[config.mk]
export PLATFORM = sky130hd
export DESIGN_NAME = servant_wb_loader
export DESIGN_NICKNAME = d
export VERILOG_FILES = /design/src/rtl/servant_loader_pkg.sv /design/src/rtl/servant_loader_pack.sv /design/src/rtl/servant_wb_loader.sv
export SDC_FILE = /design/constraint.sdc
export NUM_CORES = 1
export LEC_CHECK = 0
export ABC_AREA = 0
export CAP_MARGIN = 20
export CORE_ASPECT_RATIO = 1.25
export CORE_MARGIN = 2
export CORE_UTILIZATION = 28
export DETAILED_ROUTE_END_ITERATION = 8
export PLACE_DENSITY = 0.54
export SLEW_MARGIN = 15
export SYNTH_ARGS = -nofsm -noshare
export SYNTH_HDL_FRONTEND = slang
export SYNTH_SLANG_ARGS = --single-unit
[constraint.sdc]
create_clock -name i_wb_clk -period 2.6 [get_ports i_wb_clk]
set_input_delay 0.52 -clock i_wb_clk [delete_from_list [all_inputs] [get_ports i_wb_clk]]
set_output_delay 0.52 -clock i_wb_clk [all_outputs]
set_load 0.005 [all_outputs]
[src/rtl/servant_loader_pkg.sv]
// rtl/servant_loader_pkg.sv - shared state encodings and byte-lane helpers for the servant loader
package servant_loader_pkg;

    typedef enum logic [2:0] {
        ST_IDLE   = 3'd0,
        ST_FILL   = 3'd1,
        ST_WRITE  = 3'd2,
        ST_VERIFY = 3'd3,
        ST_DONE   = 3'd4
    } state_t;

    localparam int         LANE_W   = 8;
    localparam logic [3:0] SEL_NONE = 4'h0;
    localparam logic [3:0] SEL_ALL  = 4'hf;

    // Expand a 4-bit byte select into a 32-bit bit mask
    function automatic logic [31:0] lane_mask(input logic [3:0] sel);
        lane_mask = {{8{sel[3]}}, {8{sel[2]}}, {8{sel[1]}}, {8{sel[0]}}};
    endfunction

endpackage

[src/rtl/servant_loader_pack.sv]
// rtl/servant_loader_pack.sv - packs a byte stream little-endian into one 32-bit word with lane selects
module servant_loader_pack
    import servant_loader_pkg::*;
(
    input  logic        i_wb_clk,
    input  logic        i_wb_rst,
    input  logic        clr,
    input  logic        load,
    input  logic [7:0]  data,
    output logic [31:0] word,
    output logic [3:0]  sel,
    output logic        word_full
);

    logic [1:0] cnt;

    // Three lanes already filled: the next accepted byte completes the word
    assign word_full = (cnt == 2'd3);

    // Byte counter picks the lane; unused lanes stay zero so partial words read cleanly
    always_ff @(posedge i_wb_clk or posedge i_wb_rst) begin
        if (i_wb_rst) begin
            cnt  <= 2'd0;
            word <= '0;
            sel  <= SEL_NONE;
        end else if (clr) begin
            cnt  <= 2'd0;
            word <= '0;
            sel  <= SEL_NONE;
        end else if (load) begin
            word[{cnt, 3'b000} +: LANE_W] <= data;
            sel[cnt]                      <= 1'b1;
            cnt                           <= cnt + 2'd1;
        end
    end

endmodule

[src/rtl/servant_wb_loader.sv]
// rtl/servant_wb_loader.sv - Wishbone boot loader for servant RAM; readback check under SERVANT_LOADER_VERIFY_EN
module servant_wb_loader
    import servant_loader_pkg::*;
#(
    parameter int depth     = 256,
    parameter int aw        = $clog2(depth),
    parameter bit AUTOSTART = 1'b1
) (
    input  logic          i_wb_clk,
    input  logic          i_wb_rst,
    input  logic          i_start,
    input  logic [7:0]    i_byte,
    input  logic          i_byte_vld,
    input  logic          i_byte_last,
    output logic          o_byte_rdy,
    output logic [aw-3:0] o_wb_adr,
    output logic [31:0]   o_wb_dat,
    output logic [3:0]    o_wb_sel,
    output logic          o_wb_we,
    output logic          o_wb_cyc,
    input  logic [31:0]   i_wb_rdt,
    input  logic          i_wb_ack,
    output logic          o_cpu_rst,
    output logic          o_done,
    output logic          o_err
);

`ifdef SERVANT_LOADER_VERIFY_EN
    localparam bit VERIFY_EN = 1'b1;
`else
    localparam bit VERIFY_EN = 1'b0;
`endif

    localparam int              LAST_WORD   = depth / 4 - 1;
    localparam logic [aw-3:0]   LAST_ADR    = LAST_WORD[aw-3:0];
    localparam state_t          RESET_STATE = AUTOSTART ? ST_FILL : ST_IDLE;

    state_t        state, state_nxt;
    logic          cyc_nxt, we_nxt;
    logic [aw-3:0] adr_nxt;
    logic [31:0]   dat_nxt;
    logic [3:0]    sel_nxt;
    logic          err_q, err_nxt;
    logic          last_q, last_nxt;
    logic          pack_clr, word_done;
    logic          accept, rd_mismatch;
    logic [31:0]   pack_word;
    logic [3:0]    pack_sel;
    logic          word_full;

    assign accept = (state == ST_FILL) && o_byte_rdy && i_byte_vld;
    assign o_err  = err_q;

`ifdef SERVANT_LOADER_VERIFY_EN
    // Only the lanes actually written are meaningful in the readback
    assign rd_mismatch = |((i_wb_rdt ^ o_wb_dat) & lane_mask(pack_sel));
`else
    logic unused_rdt;
    assign unused_rdt  = ^i_wb_rdt;
    assign rd_mismatch = 1'b0;
`endif

    servant_loader_pack u_pack (
        .i_wb_clk  (i_wb_clk),
        .i_wb_rst  (i_wb_rst),
        .clr       (pack_clr),
        .load      (accept),
        .data      (i_byte),
        .word      (pack_word),
        .sel       (pack_sel),
        .word_full (word_full)
    );

    // Next-state and next-output decode; every bus output is registered below
    always_comb begin
        state_nxt = state;
        cyc_nxt   = o_wb_cyc;
        we_nxt    = o_wb_we;
        adr_nxt   = o_wb_adr;
        dat_nxt   = o_wb_dat;
        sel_nxt   = o_wb_sel;
        err_nxt   = err_q;
        last_nxt  = last_q;
        pack_clr  = 1'b0;
        word_done = 1'b0;

        case (state)
            ST_IDLE, ST_DONE: begin
                if (i_start) begin
                    state_nxt = ST_FILL;
                    adr_nxt   = '0;
                    err_nxt   = 1'b0;
                    last_nxt  = 1'b0;
                    pack_clr  = 1'b1;
                end
            end
            ST_FILL: begin
                if (accept) begin
                    last_nxt = last_q | i_byte_last;
                    if (i_byte_last || word_full) begin
                        state_nxt = ST_WRITE;
                    end
                end
            end
            ST_WRITE: begin
                if (!o_wb_cyc) begin
                    cyc_nxt = 1'b1;
                    we_nxt  = 1'b1;
                    dat_nxt = pack_word;
                    sel_nxt = pack_sel;
                end else if (i_wb_ack) begin
                    cyc_nxt = 1'b0;
                    we_nxt  = 1'b0;
                    if (VERIFY_EN) begin
                        state_nxt = ST_VERIFY;
                    end else begin
                        word_done = 1'b1;
                    end
                end
            end
            ST_VERIFY: begin
                if (!o_wb_cyc) begin
                    cyc_nxt = 1'b1;
                    we_nxt  = 1'b0;
                    sel_nxt = SEL_ALL;
                end else if (i_wb_ack) begin
                    cyc_nxt   = 1'b0;
                    word_done = 1'b1;
                    if (rd_mismatch) begin
                        err_nxt = 1'b1;
                    end
                end
            end
            default: state_nxt = ST_IDLE;
        endcase

        // A word has landed: stop at end of image or end of RAM, else move to the next word
        if (word_done) begin
            if (last_q || (o_wb_adr == LAST_ADR)) begin
                state_nxt = ST_DONE;
            end else begin
                state_nxt = ST_FILL;
                adr_nxt   = o_wb_adr + 1'b1;
                pack_clr  = 1'b1;
            end
        end
    end

    // State and output registers; reset drops the bus cycle immediately
    always_ff @(posedge i_wb_clk or posedge i_wb_rst) begin
        if (i_wb_rst) begin
            state      <= RESET_STATE;
            o_wb_cyc   <= 1'b0;
            o_wb_we    <= 1'b0;
            o_wb_adr   <= '0;
            o_wb_dat   <= '0;
            o_wb_sel   <= SEL_NONE;
            o_byte_rdy <= 1'b0;
            o_cpu_rst  <= 1'b1;
            o_done     <= 1'b0;
            err_q      <= 1'b0;
            last_q     <= 1'b0;
        end else begin
            state      <= state_nxt;
            o_wb_cyc   <= cyc_nxt;
            o_wb_we    <= we_nxt;
            o_wb_adr   <= adr_nxt;
            o_wb_dat   <= dat_nxt;
            o_wb_sel   <= sel_nxt;
            o_byte_rdy <= (state_nxt == ST_FILL);
            o_cpu_rst  <= (state_nxt != ST_DONE);
            o_done     <= (state_nxt == ST_DONE);
            err_q      <= err_nxt;
            last_q     <= last_nxt;
        end
    end

endmodule

======== After elaboration in Yosys (flattened, before gate mapping) ========
Cells that the tools add are included.
word-level totals
  bits in registers ....................... 89
  input bits .............................. 46
  output and inout port bits .............. 48
cells by class
  $add $sub $neg .......................... 3
  magnitude comparators ................... 2
  equality and inequality tests ........... 14
  shift-type cells ........................ 2
  mux-type cells .......................... 38
  bitwise gates (word level) .............. 3
  reduce and logical (&&, ||, !) cells .... 15
operators by type and width
  operator                                               number
  two-way mux 32 bit                                     2
  bitwise mux 32 bit                                     1
  variable shift 8 x 7 -> 32 bit (first input constant)  1
  indexed part select 8 x 7 -> 32 bit                    1
  two-way mux 6 bit                                      4
  two-way mux 4 bit                                      4
  two-way mux 1 bit                                      15
  two-way mux 3 bit                                      5
  one-hot mux 3 bit (3 select lines)                     1
  AND reduction 3 bit                                    3
  != test 2 bit (second input constant)                  4
  one-hot mux 4 bit (2 select lines)                     1
  negator 5 -> 7 bit                                     1
  adder 6 x 1 -> 6 bit (second input constant)           1
  equality test 3 x 1 -> 1 bit (second input constant)   2
  equality test 3 x 2 -> 1 bit (second input constant)   2
  equality test 3 bit (second input constant)            2
  equality test 6 bit (second input constant)            1
  != test 3 bit (second input constant)                  2
  nonzero test 2 bit                                     3
  two-way mux 2 bit                                      2
  OR 4 bit                                               1
  one-hot mux 1 bit (2 select lines)                     2
  OR reduction 2 bit                                     2
  11 further kinds                                       14

======== Logic depth before layout (Yosys ltp) ========
  depth in word-level cells ............... 7
  mapped depth ............................ 8
  mapped depth without buffers ............ 5

======== By module ========
A second synthesis with hierarchy kept.
second synthesis, totals
  cell total of the unflattened synthesis .. 322
  area total of the unflattened synthesis .. 3923.8 um2
by module, submodules not included
  module               times used  cells each  area an instance (um2)  seq. area each (um2)
  servant_wb_loader    1           158         2114.5                  1278.7
  servant_loader_pack  1           164         1809.2                  950.9

======== Least setup slack after synthesis ========
No wires, ideal clock.
  kind .................................... reg-to-reg
  from .................................... register u_pack.cnt[0]
  to ...................................... register u_pack.word[16]
  setup time .............................. 0.077 ns
  arrival time ............................ 1.755 ns
  slack ................................... 0.767 ns
  stages on the path, launching flop included .. 7
  path buffers ............................ 1
  period minus slack after synthesis ...... 1.833 ns
  cell sequence ........................... dfrtp_1 > inv_1 > ha_1 > clkbuf_1 > nor3b_1 > nand4_1 > a21oi_1
between the ends
  longest elaborated chain between the ends .. 5
RTL lines
  what                                                                                          RTL line                   RTL
  start: declaration                                                                            servant_loader_pack.sv:15  logic [1:0] cnt;
  start signal: assignment                                                                      servant_loader_pack.sv:33  cnt <= cnt + 2'd1;
  negator 5 -> 7 bit *                                                                          servant_loader_pack.sv:31  word[{cnt, 3'b000} +: LANE_W] <= data;
  indexed part select 8 x 7 -> 32 bit / variable shift 8 x 7 -> 32 bit (equally long branches)  servant_loader_pack.sv:31
  bitwise mux 32 bit *                                                                          servant_loader_pack.sv:31
  two-way mux 32 bit *                                                                          servant_loader_pack.sv:30  end else if (load) begin
  two-way mux 32 bit *                                                                          servant_loader_pack.sv:26  end else if (clr) begin
  end signal: indexed assignment                                                                servant_loader_pack.sv:31
  end: declaration                                                                              servant_loader_pack.sv:10  output logic [31:0] word,
Every way passes the cells marked *; elsewhere a longest branch is shown, timed or not. The select of a mux whose other input is x is not followed.
A chain may end at the register's enable or synchronous reset.

======== Final worst setup path ========
  from .................................... register o_wb_cyc
  to ...................................... output o_wb_cyc
RTL lines
  what                      RTL line                  RTL
  start: declaration        servant_wb_loader.sv:20   output logic o_wb_cyc,
  start signal: assignment  servant_wb_loader.sv:165  o_wb_cyc <= cyc_nxt;
No word-level cell between the ends.

==> results.cfg <==
[grt]
track_usage_pct = 12.4
grt_max_degree = 39
antenna_found_initial = 0
grt_overflow = 0
grt_pass1_wl_mm = 14.0
grt_pass1_vias = 2681

[timing]
slew_headroom_pct = 57.2
fin_crit_sh_pct = 75.8
fin_crit_ns = 1.97
final_max_slew_viol_count = 0
setup_violations = 0
fmax_mhz = 507
rsz0062_at_grt = false
hold_viol = 0
finalSetupTns_ns = 0
worstMarginPinSlew_ns = 0.640
fin_skew_ns = 0.00467

[worst_setup_path]
worst-path-max-fanout = 7
ff2ff_path_depth = 6
crit_type = register to output pin
crit_buf_inv = 1
cp-start-kind = register
slowest_delay_ns = 0.58
cp-endpoint = o_wb_cyc
cp_slowest_cell = clkdlybuf4s50_1
path_depth = 1
r2r_setup_slack_ns = 0.65
r2r-end = u_pack.word[3]
cp-startpoint = o_wb_cyc
worstPathRequired_ns = 2.08
r2r-start = o_wb_adr[0]
end_kind = output pin
worst_ep_arrival_time_ns = 1.45
critPathTopFamily = buffers and inverters
crit_path_cell_trace = clkdlybuf4s50_1

[clock_tree]
hold_buffers = 0
clock_path_buffers = 2
ctsRootBufferMaster = clkbuf_16
cts.clk_slew.worst_paths_ns = 0.06
cts_num_sinks = 89
clk-insertion-delay-late_ns = 0.34
cts_buffers = 9
htree_levels = 3
postCtsSetupRepairBufs = 0
cts_resized = 0
cts_tree = built

[final_layout]
area_delta_synth_final_pct = 29.8
filler_cell_count = 1355
n_antenna_cell = 0
drive_above_1_share_pct = 16.4
final_cell_area_um2 = 4940
fin_nets = 443

[route]
wl_mm = 8.59
drc = 0
num_vias = 2692
drtIter0Drc = 143
first_pass_iters = 4
routedWlPerCell_um = 15.1
ant_nets = 0
viasPerCell = 4.74

[floorplan]
die_y_um = 134
start_util_pct = 28.6
dieArea_um2 = 14500
num_rows = 47
die_w_um = 108
ioPinCount = 94
coreArea_um2 = 13300

[placement]
dpl_cell_area_um2 = 4620
io_buffers = 60
dp_hpwl_mm = 6.07
place.gp.congestion = 0.787

[yosys]
syn_inst = 330
synth_seq_cells = 89
syn-cell-area_um2 = 3800
synth_top_area_share_pct = 57.2
ys.warnings.count = 0
syn_nets = 381
synth_area_per_cell_um2 = 11.5
ys.flop_type = dfrtp_1
synth.area.top_cells = dfrtp_1, mux2_2, a21oi_1, nand4_1, nand2_1
async_flop_share_pct = 100
synth_seq_area_share_pct = 58.6
synth-edff-count = 0
synth_top_cell_by_area = dfrtp_1
yosysUniqueCellTypes = 43

[pwr]
power_density_nw_per_um2 = 886
vdd_ir_drop_max_uv = 434
p_leak_uw = 0.00216

[flow_run]
drv_cap = 0

[hold_path]
hold_class = register to register

[outcome]
status = finished, final reports clean
## worst register-to-register path: stages (launching register included)
cell and delay [ns]:
dfrtp_1 0.42, ha_1 0.24, and3_1 0.24, a311o_1 0.47
nand2b_2 0.16, buf_12 0.21, a21oi_1 0.09
## cell usage in the layout (no fill, tap or decap), types with 3 or more instances in the layout
master / netlist / layout
dfrtp_1: 87 / 87
nand2_1: 34 / 34
nand3_1: 5 / 5
a21oi_1: 45 / 45
nor2_1: 17 / 17
clkdlybuf4s50_1: 0 / 60
mux2_2: 32 / 32
buf_12: 0 / 4
nor3b_1: 3 / 3
inv_1: 10 / 9
nand4_1: 32 / 32
clkbuf_1: 2 / 3
clkbuf_16: 0 / 9
nor3_1: 4 / 4
buf_4: 6 / 6
ha_1: 5 / 5
and3_1: 3 / 3
## stage by stage
step	setup WS [ns]	std cells	hold slack, ns	util, %	total power (µW)
global route	0.513	568	0.521	37.2	4630
finish	0.629	568	0.504	37.2	4380
global placement	0.317	552	0.490	34.8	3010
CTS	0.605	568	0.510	37.2	4420
floorplan	0.767	330	0.474	-	2520
detailed placement	0.291	552	0.485	34.8	3030
## state kept, by name, summed over array words and instances (netlist names), 2 cells and up
name and flops:
u_pack.word 32, u_pack.sel 4, u_pack.cnt 2, o_wb_sel 4
o_wb_dat 32, state 3, o_wb_adr 6
## cells in the mapped netlist, types with 2 or more instances
cell type / n
mux2_2: 32
and3_1: 3
a31oi_1: 2
inv_1: 10
a211o_1: 2
nor3b_1: 3
dfstp_2: 2
nor2b_1: 2
nand2_1: 34
nor3_2: 2
buf_4: 6
clkbuf_1: 2
a21oi_1: 45
buf_1: 2
ha_1: 5
a22o_1: 2
dfrtp_1: 87
buf_2: 5
buf_6: 4
o211ai_1: 2
nand3_1: 5
nor2_1: 17
nand4_1: 32
mux2i_1: 2
nor3_1: 4
## cells by family after synthesis
logic type,synth area share [%]
mux,10.0
buf+inv,4.41
other cells,0.0986
flops,58.6
fa+ha+maj,1.64
xor+xnor,0.460
simple gates,15.5
compound gates,9.27
## metal layers
layer	share of wire (%)	GRT usage [%]	vias to the layer above
li1	-	-	1298
met1	45	16.3	1322
met2	49	19.7	63
met3	5.2	3.50	9
met4	1.4	4.06	0
met5	0	0	-
## power by group
group          leakage (µW)  switching [µW]  internal, µW
Clock              0.000154             508           867
Combinational      0.000796             599           572
Sequential          0.00121             200          1630
Total               0.00216            1310          3070
## area by class of cell
type | instances | area (µm²) | share of cell area, %
Sequential cell | 89 | 2230 | 45.1
Multi-Input combinational cell | 212 | 1410 | 28.6
Timing Repair Buffer | 70 | 726 | 14.7
Clock buffer | 13 | 250 | 5.07
Tap cell | 171 | 214 | 4.33
Clock inverter | 3 | 65.1 | 1.32
Inverter | 10 | 41.3 | 0.836
## worst min-delay path by stage
| stage | startpoint | end | slack (ns) | depth (start not counted) |
|---|---|---|---|---|
| 2_1_floorplan | o_wb_we | o_wb_we | 0.47 | 1 |
| 5_1_grt | o_wb_dat[12] | o_wb_dat[12] | 0.52 | 1 |
| 3_5_place_dp | o_wb_we | o_wb_we | 0.49 | 1 |
| 6_report | o_wb_dat[8] | o_wb_dat[8] | 0.50 | 1 |
| 3_3_place_gp | o_wb_dat[8] | o_wb_dat[8] | 0.49 | 1 |
| 4_1_cts | o_wb_dat[8] | o_wb_dat[8] | 0.51 | 1 |
Note: power is estimated with default switching activity, not from simulation.
